## src/rtl/opnd_stage_if.sv

```systemverilog
// rtl/opnd_stage_if.sv - decode-to-stage and stage-to-execute handshake bundle for opnd_stage
interface opnd_stage_if;
    logic        dec_valid;
    logic        dec_ready;
    logic [3:0]  dec_ra_idx;
    logic [3:0]  dec_rb_idx;
    logic [3:0]  dec_rm_idx;
    logic        dec_ren_a;
    logic        dec_ren_b;
    logic        dec_ren_m;
    logic [31:0] dec_imm;
    logic        dec_use_imm;
    logic [3:0]  dec_wr_idx;
    logic        dec_wen;
    logic [1:0]  dec_wr_scope;

    logic        ex_valid;
    logic        ex_ready;
    logic [31:0] ex_opa;
    logic [31:0] ex_opb;
    logic [31:0] ex_opm;
    logic [3:0]  ex_wr_idx;
    logic        ex_wen;
    logic [1:0]  ex_wr_scope;

    modport master (
        output dec_valid, dec_ra_idx, dec_rb_idx, dec_rm_idx,
               dec_ren_a, dec_ren_b, dec_ren_m, dec_imm, dec_use_imm,
               dec_wr_idx, dec_wen, dec_wr_scope,
        input  dec_ready,
        input  ex_valid, ex_opa, ex_opb, ex_opm, ex_wr_idx, ex_wen, ex_wr_scope,
        output ex_ready
    );

    modport slave (
        input  dec_valid, dec_ra_idx, dec_rb_idx, dec_rm_idx,
               dec_ren_a, dec_ren_b, dec_ren_m, dec_imm, dec_use_imm,
               dec_wr_idx, dec_wen, dec_wr_scope,
        output dec_ready,
        output ex_valid, ex_opa, ex_opb, ex_opm, ex_wr_idx, ex_wen, ex_wr_scope,
        input  ex_ready
    );
endinterface

```

## src/rtl/opnd_stage.sv

```systemverilog
// rtl/opnd_stage.sv - operand stage: regfile reads, writeback bypass, 16-entry scoreboard, execute register
// Optional feature macro: OPND_FWD_EN enables the same-cycle writeback forward path.
module opnd_stage (
    input  logic              clk,
    input  logic              rst,
    opnd_stage_if.slave       bus,
    output logic [3:0]        ra_index_o,
    output logic [3:0]        rb_index_o,
    output logic [3:0]        rm_index_o,
    output logic              ren_a_o,
    output logic              ren_b_o,
    output logic              ren_m_o,
    input  logic [31:0]       rvalue_a_i,
    input  logic [31:0]       rvalue_b_i,
    input  logic [31:0]       rvalue_m_i,
    input  logic              wb_wen_i,
    input  logic [3:0]        wb_idx_i,
    input  logic [31:0]       wb_data_i,
    input  logic [1:0]        wb_scope_i
);

`ifdef OPND_FWD_EN
    localparam logic FWD = 1'b1;
`else
    localparam logic FWD = 1'b0;
`endif

    logic [15:0] pend;
    logic [15:0] pend_next;

    logic        ex_valid_q;
    logic [31:0] opa_q;
    logic [31:0] opb_q;
    logic [31:0] opm_q;
    logic [3:0]  wr_idx_q;
    logic        wen_q;
    logic [1:0]  wr_scope_q;

    logic src_a;
    logic src_b;
    logic src_m;
    logic hit_a;
    logic hit_b;
    logic hit_m;
    logic raw_a;
    logic raw_b;
    logic raw_m;
    logic waw;
    logic hazard;
    logic ready;
    logic issue;

    logic [31:0] op_a;
    logic [31:0] op_b;
    logic [31:0] op_m;

    // Scoped writeback overlaid on the stale register-file value, half by half.
    function automatic logic [31:0] merge_wb(
        input logic [31:0] rv,
        input logic [31:0] wb,
        input logic [1:0]  scope
    );
        logic [15:0] lo;
        logic [15:0] hi;
        lo = scope[0] ? wb[15:0] : rv[15:0];
        case (scope)
            2'b10:   hi = wb[15:0];
            2'b11:   hi = wb[31:16];
            default: hi = rv[31:16];
        endcase
        return {hi, lo};
    endfunction

    assign ra_index_o = bus.dec_ra_idx;
    assign rb_index_o = bus.dec_rb_idx;
    assign rm_index_o = bus.dec_rm_idx;
    assign ren_a_o    = bus.dec_valid & bus.dec_ren_a & ~rst;
    assign ren_b_o    = bus.dec_valid & bus.dec_ren_b & ~rst;
    assign ren_m_o    = bus.dec_valid & bus.dec_ren_m & ~rst;

    assign src_a = bus.dec_ren_a;
    assign src_b = bus.dec_ren_b & ~bus.dec_use_imm;
    assign src_m = bus.dec_ren_m;

    assign hit_a = FWD & src_a & wb_wen_i & (wb_idx_i == bus.dec_ra_idx);
    assign hit_b = FWD & src_b & wb_wen_i & (wb_idx_i == bus.dec_rb_idx);
    assign hit_m = FWD & src_m & wb_wen_i & (wb_idx_i == bus.dec_rm_idx);

    // Without forwarding a pending source stalls even on its writeback cycle.
    assign raw_a = src_a & pend[bus.dec_ra_idx] & ~hit_a;
    assign raw_b = src_b & pend[bus.dec_rb_idx] & ~hit_b;
    assign raw_m = src_m & pend[bus.dec_rm_idx] & ~hit_m;
    assign waw   = bus.dec_wen & pend[bus.dec_wr_idx]
                 & ~(wb_wen_i & (wb_idx_i == bus.dec_wr_idx));

    assign hazard = raw_a | raw_b | raw_m | waw;
    assign ready  = ~rst & (~ex_valid_q | bus.ex_ready) & ~hazard;
    assign issue  = bus.dec_valid & ready;

    assign bus.dec_ready = ready;

    always_comb begin
        op_a = 32'h0;
        op_b = 32'h0;
        op_m = 32'h0;
        if (src_a)
            op_a = hit_a ? merge_wb(rvalue_a_i, wb_data_i, wb_scope_i) : rvalue_a_i;
        if (bus.dec_use_imm)
            op_b = bus.dec_imm;
        else if (src_b)
            op_b = hit_b ? merge_wb(rvalue_b_i, wb_data_i, wb_scope_i) : rvalue_b_i;
        if (src_m)
            op_m = hit_m ? merge_wb(rvalue_m_i, wb_data_i, wb_scope_i) : rvalue_m_i;
    end

    // Set after clear so a new writer claims the register the retiring one frees.
    always_comb begin
        pend_next = pend;
        if (wb_wen_i)
            pend_next[wb_idx_i] = 1'b0;
        if (issue && bus.dec_wen)
            pend_next[bus.dec_wr_idx] = 1'b1;
    end

    always_ff @(posedge clk) begin
        if (rst) begin
            pend       <= 16'h0;
            ex_valid_q <= 1'b0;
            opa_q      <= 32'h0;
            opb_q      <= 32'h0;
            opm_q      <= 32'h0;
            wr_idx_q   <= 4'h0;
            wen_q      <= 1'b0;
            wr_scope_q <= 2'b00;
        end else begin
            pend <= pend_next;
            if (issue) begin
                ex_valid_q <= 1'b1;
                opa_q      <= op_a;
                opb_q      <= op_b;
                opm_q      <= op_m;
                wr_idx_q   <= bus.dec_wr_idx;
                wen_q      <= bus.dec_wen;
                wr_scope_q <= bus.dec_wr_scope;
            end else if (bus.ex_ready) begin
                ex_valid_q <= 1'b0;
            end
        end
    end

    assign bus.ex_valid    = ex_valid_q;
    assign bus.ex_opa      = opa_q;
    assign bus.ex_opb      = opb_q;
    assign bus.ex_opm      = opm_q;
    assign bus.ex_wr_idx   = wr_idx_q;
    assign bus.ex_wen      = wen_q;
    assign bus.ex_wr_scope = wr_scope_q;

endmodule
```

## src/flat_wrapper.sv

```systemverilog
// flat-port wrapper written by rule: the top's interface ports become plain ports
module opnd_stage_flat 
  (clk, rst, ra_index_o, rb_index_o, rm_index_o, ren_a_o, ren_b_o, ren_m_o, rvalue_a_i, rvalue_b_i, rvalue_m_i, wb_wen_i, wb_idx_i, wb_data_i, wb_scope_i, bus_dec_valid, bus_dec_ra_idx, bus_dec_rb_idx, bus_dec_rm_idx, bus_dec_ren_a, bus_dec_ren_b, bus_dec_ren_m, bus_dec_imm, bus_dec_use_imm, bus_dec_wr_idx, bus_dec_wen, bus_dec_wr_scope, bus_dec_ready, bus_ex_valid, bus_ex_opa, bus_ex_opb, bus_ex_opm, bus_ex_wr_idx, bus_ex_wen, bus_ex_wr_scope, bus_ex_ready);
  opnd_stage_if bus_i ();
  input  logic clk;
  input  logic rst;
  output logic [3:0] ra_index_o;
  output logic [3:0] rb_index_o;
  output logic [3:0] rm_index_o;
  output logic ren_a_o;
  output logic ren_b_o;
  output logic ren_m_o;
  input  logic [31:0] rvalue_a_i;
  input  logic [31:0] rvalue_b_i;
  input  logic [31:0] rvalue_m_i;
  input  logic wb_wen_i;
  input  logic [3:0] wb_idx_i;
  input  logic [31:0] wb_data_i;
  input  logic [1:0] wb_scope_i;
  input wire logic [$bits(bus_i.dec_valid)-1:0] bus_dec_valid;
  input wire logic [$bits(bus_i.dec_ra_idx)-1:0] bus_dec_ra_idx;
  input wire logic [$bits(bus_i.dec_rb_idx)-1:0] bus_dec_rb_idx;
  input wire logic [$bits(bus_i.dec_rm_idx)-1:0] bus_dec_rm_idx;
  input wire logic [$bits(bus_i.dec_ren_a)-1:0] bus_dec_ren_a;
  input wire logic [$bits(bus_i.dec_ren_b)-1:0] bus_dec_ren_b;
  input wire logic [$bits(bus_i.dec_ren_m)-1:0] bus_dec_ren_m;
  input wire logic [$bits(bus_i.dec_imm)-1:0] bus_dec_imm;
  input wire logic [$bits(bus_i.dec_use_imm)-1:0] bus_dec_use_imm;
  input wire logic [$bits(bus_i.dec_wr_idx)-1:0] bus_dec_wr_idx;
  input wire logic [$bits(bus_i.dec_wen)-1:0] bus_dec_wen;
  input wire logic [$bits(bus_i.dec_wr_scope)-1:0] bus_dec_wr_scope;
  output wire logic [$bits(bus_i.dec_ready)-1:0] bus_dec_ready;
  output wire logic [$bits(bus_i.ex_valid)-1:0] bus_ex_valid;
  output wire logic [$bits(bus_i.ex_opa)-1:0] bus_ex_opa;
  output wire logic [$bits(bus_i.ex_opb)-1:0] bus_ex_opb;
  output wire logic [$bits(bus_i.ex_opm)-1:0] bus_ex_opm;
  output wire logic [$bits(bus_i.ex_wr_idx)-1:0] bus_ex_wr_idx;
  output wire logic [$bits(bus_i.ex_wen)-1:0] bus_ex_wen;
  output wire logic [$bits(bus_i.ex_wr_scope)-1:0] bus_ex_wr_scope;
  input wire logic [$bits(bus_i.ex_ready)-1:0] bus_ex_ready;
  assign bus_i.dec_valid = bus_dec_valid;
  assign bus_i.dec_ra_idx = bus_dec_ra_idx;
  assign bus_i.dec_rb_idx = bus_dec_rb_idx;
  assign bus_i.dec_rm_idx = bus_dec_rm_idx;
  assign bus_i.dec_ren_a = bus_dec_ren_a;
  assign bus_i.dec_ren_b = bus_dec_ren_b;
  assign bus_i.dec_ren_m = bus_dec_ren_m;
  assign bus_i.dec_imm = bus_dec_imm;
  assign bus_i.dec_use_imm = bus_dec_use_imm;
  assign bus_i.dec_wr_idx = bus_dec_wr_idx;
  assign bus_i.dec_wen = bus_dec_wen;
  assign bus_i.dec_wr_scope = bus_dec_wr_scope;
  assign bus_dec_ready = bus_i.dec_ready;
  assign bus_ex_valid = bus_i.ex_valid;
  assign bus_ex_opa = bus_i.ex_opa;
  assign bus_ex_opb = bus_i.ex_opb;
  assign bus_ex_opm = bus_i.ex_opm;
  assign bus_ex_wr_idx = bus_i.ex_wr_idx;
  assign bus_ex_wen = bus_i.ex_wen;
  assign bus_ex_wr_scope = bus_i.ex_wr_scope;
  assign bus_i.ex_ready = bus_ex_ready;
  opnd_stage u_core (.clk(clk), .rst(rst), .bus(bus_i), .ra_index_o(ra_index_o), .rb_index_o(rb_index_o), .rm_index_o(rm_index_o), .ren_a_o(ren_a_o), .ren_b_o(ren_b_o), .ren_m_o(ren_m_o), .rvalue_a_i(rvalue_a_i), .rvalue_b_i(rvalue_b_i), .rvalue_m_i(rvalue_m_i), .wb_wen_i(wb_wen_i), .wb_idx_i(wb_idx_i), .wb_data_i(wb_data_i), .wb_scope_i(wb_scope_i));
endmodule
```

## config.mk

```make
export PLATFORM = sky130hd
export DESIGN_NAME = opnd_stage_flat
export DESIGN_NICKNAME = d
export VERILOG_FILES = /design/src/rtl/opnd_stage_if.sv /design/src/rtl/opnd_stage.sv /design/src/flat_wrapper.sv
export SDC_FILE = /design/constraint.sdc
export NUM_CORES = 1
export LEC_CHECK = 0
export BUFFER_PORTS_ARGS = -buffer_cell sky130_fd_sc_hd__buf_4
export CAP_MARGIN = 20
export CORE_AREA = 4 4 119 121
export DETAILED_ROUTE_END_ITERATION = 10
export DIE_AREA = 0 0 123 125
export HOLD_SLACK_MARGIN = 0.15
export PLACE_DENSITY = 0.93
export SYNTH_ARGS = -nofsm -noshare
export SYNTH_HDL_FRONTEND = slang
export SYNTH_SLANG_ARGS = --single-unit
export TNS_END_PERCENT = 1
```

## constraint.sdc

```tcl
create_clock -name clk -period 5.8 [get_ports clk]
set_input_delay 0.29 -clock clk [delete_from_list [all_inputs] [get_ports clk]]
set_output_delay 0.29 -clock clk [all_outputs]
set_load 0.005 [all_outputs]
```

# --- Word level (Yosys, flattened, before mapping) ---
# Index checks and enable logic that the tools add are counted.
op_classes:
  n_lt_le_gt_ge: 7
  n_eq_ne: 1
  n_mux: 20
  bitwise_logic: 28
  n_reduce_logical: 4
ops:
  columns: ["operator", "n"]
  rows:
  - ["two-way mux 32 bit", 4]
  - ["two-way mux 16 bit", 2]
  - ["less-than comparator 4 x 5 -> 1 bit, second input constant", 5]
  - ["bitwise AND 1 bit", 16]
  - ["bitwise AND 16 bit", 1]
  - ["binary-select mux 1 bit (select 4 bit)", 4]
  - ["NOT 16 bit", 1]
  - ["bitwise OR 16 bit", 1]
  - ["demux 1 bit (select 4 bit)", 2]
  - [">= comparator 4 x 1 -> 1 bit, second input constant", 2]
  - ["two-way mux 1 bit", 8]
  - ["NOT 1 bit", 5]
  - ["== test 4 bit", 1]
  - ["bitwise OR 1 bit", 4]
  - ["logical AND 1 bit", 3]
  - ["nonzero test 2 bit", 1]
totals:
  ff_bits: 120
  output_inout_bits: 120
  elab_cells: 68

# --- Depth between registers and ports, before layout ---
depth:
  word_depth: 11
  depth_mapped: 10

# --- Worst setup path before layout ---
# Ideal clock, no wire load.
synth_timing:
  path_type: "input port to output port"
  startpoint: "input port bus_dec_wr_idx[0]"
  endpoint: "output port bus_dec_ready"
  arrival_time_ps: 1968
  t_required_ps: 5510
  setup_slack_ps: 3542
  cell_stages: 8
  path_buffers: 2
  path_cell_list: "buf_2 -> mux4_2 -> mux2i_1 -> mux2i_1 -> a32oi_2 -> nand4_2 -> buf_2 -> nor2_1"
synth_via:
  elab_chain_cells: 7
  word_cells_on_any_way: 10
  classes_between: "1 x eq/ne; 2 x mux; 7 x bitwise"
synth_lines:
  columns: ["item", "line", "text"]
  rows:
  - ["from (decl)", "flat_wrapper.sv:29", "input wire logic [$bits(bus_i.dec_wr_idx)-1:0] bus_dec_wr_idx;"]
  - ["binary-select mux 1 bit (select 4 bit) or == test 4 bit (tied branches)", "opnd_stage.sv:93, opnd_stage.sv:94", null]
  - ["two-way mux 1 bit (not written as such) or bitwise AND 1 bit (tied branches)", "opnd_stage.sv:93, opnd_stage.sv:94", null]
  - ["bitwise AND 1 bit or NOT 1 bit (tied branches)", "opnd_stage.sv:93, opnd_stage.sv:94", null]
  - ["bitwise AND 1 bit (*)", "opnd_stage.sv:94", "& ~(wb_wen_i & (wb_idx_i == bus.dec_wr_idx));"]
  - ["bitwise OR 1 bit (*)", "opnd_stage.sv:96", "assign hazard = raw_a | raw_b | raw_m | waw;"]
  - ["NOT 1 bit (*)", "opnd_stage.sv:97", "assign ready = ~rst & (~ex_valid_q | bus.ex_ready) & ~hazard;"]
  - ["bitwise AND 1 bit (*)", "opnd_stage.sv:97", null]
  - ["to (decl)", "flat_wrapper.sv:32", "output wire logic [$bits(bus_i.dec_ready)-1:0] bus_dec_ready;"]
# Mark *: on every way between the ends. The rest lies on a longest branch, timed or not. The select of a mux whose other input is x is not followed.

# --- Final worst setup path ---
layout_timing:
  startpoint: "register u_core.pend[6]"
  endpoint: "output port bus_dec_ready"
layout_via:
  elab_chain_cells: 8
  word_cells_on_any_way: 18
  classes_between: "8 x mux; 10 x bitwise"
layout_lines:
  columns: ["item", "line", "text"]
  rows:
  - ["from (decl)", "opnd_stage.sv:28", "logic [15:0] pend;"]
  - ["from (signal assigned)", "opnd_stage.sv:136", "pend <= pend_next;"]
  - ["binary-select mux 1 bit (select 4 bit) (on tied branches)", "opnd_stage.sv:90, opnd_stage.sv:91", null]
  - ["two-way mux 1 bit (on tied branches)", "opnd_stage.sv:90, opnd_stage.sv:91", null]
  - ["bitwise AND 1 bit (on tied branches)", "opnd_stage.sv:90, opnd_stage.sv:91", null]
  - ["bitwise OR 1 bit (2 in series)", "opnd_stage.sv:96", null]
  - ["bitwise OR 1 bit (*)", "opnd_stage.sv:96", null]
  - ["NOT 1 bit (*)", "opnd_stage.sv:97", null]
  - ["bitwise AND 1 bit (*)", "opnd_stage.sv:97", null]
# Marked as above.

==> out/results.tsv <==
stage	metric	value	unit
outcome	outcome	finished, final reports clean	
route	drt initial violations	771	
grt	vias in the first global route	6714	
timing	Worst Clk Skew	0.00977	ns
hold_path	hold path endpoint	u_core.bus.ex_opm[19]	
final_layout	Final Cell Area	9190	µm²
clock_network	CTS tree	done	
placed_design	count of input and output buffers	279	
floorplanning	Core Region	13100	µm²
timing	min Tclk post-route	3.76	ns
yosys	Yosys reg bits	120	
hold_path	hold path startpoint	rvalue_m_i[19]	
timing	Sum Neg Setup Slack	0	ns
yosys	Synth cell types	48	
setup_path	Setup CP Type	register to output port	
clock_network	Reg clk slew, reported paths	0.06	ns
yosys	Yosys warnings	0	
route	Final ANT Viol Nets	0	
pwr	maximum VDD drop	201	µV
final_layout	commonest cells after routing, fill and taps aside	286 x buf_4, 120 x dfxtp_1, 105 x nand2_1, 70 x a21oi_1, 69 x nor2_1	
setup_path	CP max FO	31	
clock_network	post-CTS setup buffer count	0	
setup_path	Buf/Inv on CP	1	
hold_path	Hold Path Class	input pin to register	
route	Via density	5.82	
setup_path	Critical Path Start	u_core.pend[6]	
route	DRC	0	
floorplanning	DIE WIDTH	123	µm
floorplanning	die area	15400	µm²
grt	total global-route track usage	28.6	%
setup_path	slowest stage cell, crit path	a32oi_4	
clock_network	htree depth	4	
placed_design	post-DP HPWL	14200	µm
hold_path	Hold Path Depth	3	
setup_path	CP cell instances	mux4_2, mux2i_1, mux2i_1, a32oi_4, nand4_2, nor2_1, buf_4	
yosys	synthesized instance count	737	
timing	RSZ-0062 raised after global routing	no	
grt	gr ovfl total	0	
pwr	Lkg Pwr	3.87	nW
route	DR pass1 iterations	5	
timing	FMAX	266	MHz
grt	antenna violations before repair	1	
timing	worst slew pin tran	1.08	ns
floorplanning	row count	42	
yosys	register area share after synthesis	40.1	%
clock_network	root buf cell	clkbuf_16	
floorplanning	initial core utilization	45.8	%
timing	post-route clock period utilization	64.8	%
final_layout	most common cell after layout, fill and taps aside	buf_4	
grt	first-pass GRT wire length	34900	µm
route	drt wl/cell	18.9	µm
setup_path	crit path capture type	output port	
yosys	Post-Synthesis Cell Area	5990	µm²
timing	final setup fails	0	
setup_path	most frequent CP cell	mux2i_1	
setup_path	internal reg-to-reg setup slack	2.23	ns
flow_run	total of max-cap violations	0	
placed_design	cell area after placement	7920	µm²
setup_path	CP top delay family	compound AO/OA/AOI/OAI gates	
final_layout	layout cells sized above 1	33.4	%
final_layout	Filler Cells Inserted	913	
clock_network	CTS Buf Count	17	
setup_path	CP Data Required Time	5.51	ns
timing	Rel. slew slack	28.2	%
setup_path	r2r endpoint	u_core.bus.ex_wr_idx[0]	
route	Routed WL	22900	µm
setup_path	Critical Path Source Type	register	
final_layout	Final Net Count	1213	
yosys	Post-Syn Nets	931	
yosys	Syn Area/Cell	8.13	µm²
floorplanning	I/O pin total	314	
setup_path	Worst Reg2Reg Path Length in Cells	7	
floorplanning	Die Ht	125	µm
timing	Final Hold Fails	0	
route	overall via count from detail_route	7037	
clock_network	CTS resizes	0	
timing	max-slew violations	0	
clock_network	Longest Clk Path Bufs	2	
grt	pin count of the biggest net entering global routing	108	
pwr	P per Cell Area	261	nW/µm²
clock_network	clock latency on the worst-skew pair	0.41	ns
placed_design	routability cong.	0.870	
clock_network	clock sink total	120	
setup_path	worst stage delay on the critical path	0.89	ns
setup_path	critical path arrival	3.47	ns
setup_path	RR Startpoint	u_core.pend[6]	
final_layout	Synth-to-Final Area Change	53.2	%
==> power by group <==
group          internal, mW  switching [mW]
Combinational         0.213           0.197
Clock                 0.685           0.408
Sequential            0.866          0.0240
==> sequential cells by signal (all words and copies together), names as in the netlist <==
register and count:
u_core.bus.ex_opa 32, u_core.bus.ex_opb 32, u_core.bus.ex_opm 32, u_core.bus.ex_valid 1, u_core.bus.ex_wen 1, u_core.bus.ex_wr_idx 4, u_core.bus.ex_wr_scope 2, u_core.pend 16
==> stage by stage <==
stage / setup slack [ns] / power, mW / util [%] / hold slack (ns) / std cells
finish: 2.04 / 2.39 / 70.2 / 0.179 / 1209
CTS: 2.05 / 2.39 / 70.2 / 0.155 / 1208
global route: 1.79 / 2.48 / 70.2 / 0.165 / 1209
floorplan: 3.54 / 1.08 / - / 0.433 / 737
global placement: 2.15 / 1.26 / 60.5 / 0.437 / 1111
detailed placement: 2.17 / 1.27 / 60.5 / 0.440 / 1111
==> per-layer routing <==
metal	global-route usage (%)	part of all wire (%)	vias up
met5	0	0	-
met4	16.5	5.5	0
met3	8.67	10	113
met2	46.3	47	464
met1	33.3	37	3220
li1	-	-	3240
==> worst max-delay path by stage <==
stage,end,slack (ns),depth (start not counted)
after floorplan,bus_dec_ready,3.54,8
after global placement,u_core.bus.ex_opb[31],2.15,8
after detailed placement,u_core.bus.ex_opb[15],2.17,8
after CTS,bus_dec_ready,2.05,7
after global routing,bus_dec_ready,1.79,7
final,bus_dec_ready,2.04,7
==> layout make-up <==
type	instances	area [µm²]	share of cell area (%)
antenna	1	2.50	0.0272
multi-input combinational	526	3130	34.1
sequential	120	2400	26.2
timing repair buffer	351	2800	30.5
inverter	3	11.3	0.123
tap	176	220	2.40
clock buffer	17	425	4.63
clock inverter	15	191	2.08
==> repair_timing <==
| item | CTS | global route |
|---|---|---|
| hold buffers | 65 | 0 |
| hold endpoints to repair | 65 | 0 |
| setup endpoints to repair | 0 | 0 |
==> logic make-up after synthesis <==
family                    count (synthesis)  synth area share, %
DFF                                     120                 40.1
xor gates and xnor gates                  4                0.585
buffers and inverters                    91                 7.95
muxes                                    24                 6.78
AOI/OAI and AO/OA                       212                 21.7
and+or+nand+nor                         286                 22.9
==> cell usage after synthesis (all sizes together) <==
master,number,area (µm²)
clkbuf,44,173
nor2b,7,43.8
mux2i,8,80.1
nand4,67,432
and2,5,31.3
o2111ai,1,8.76
a21oi,70,350
a22oi,3,22.5
nand3b,2,15.0
o211ai,9,67.6
or3,2,12.5
a2111oi,1,8.76
and3,3,18.8
a32o,1,10.0
nand2b,5,31.3
nor2,70,270
a32oi,2,25.0
xnor2,1,8.76
o41a,1,11.3
mux4,13,293
o31ai,16,120
and4b,1,10.0
inv,3,11.3
nor3,3,15.0
mux2,3,33.8
and4,1,8.76
o22ai,1,6.26
dfxtp,120,2400
nand3,12,60.1
a31o,30,263
xor2,3,26.3
nand2,105,394
nand4b,1,8.76
or4b,1,13.8
nor3b,1,7.51
o21ai,71,355
buf,44,293
o311ai,6,52.6
==> worst reg2reg max path, delay by kind of cell, from the launching register on <==
| family | cells | cell delay, ns |
|---|---|---|
| AOI/OAI and AO/OA | 2 | 1.09 |
| DFF | 1 | 0.36 |
| buffers and inverters | 1 | 0.95 |
| and+or+nand+nor | 1 | 0.31 |
| muxes | 3 | 0.80 |
(Power assumes the default switching activity.)
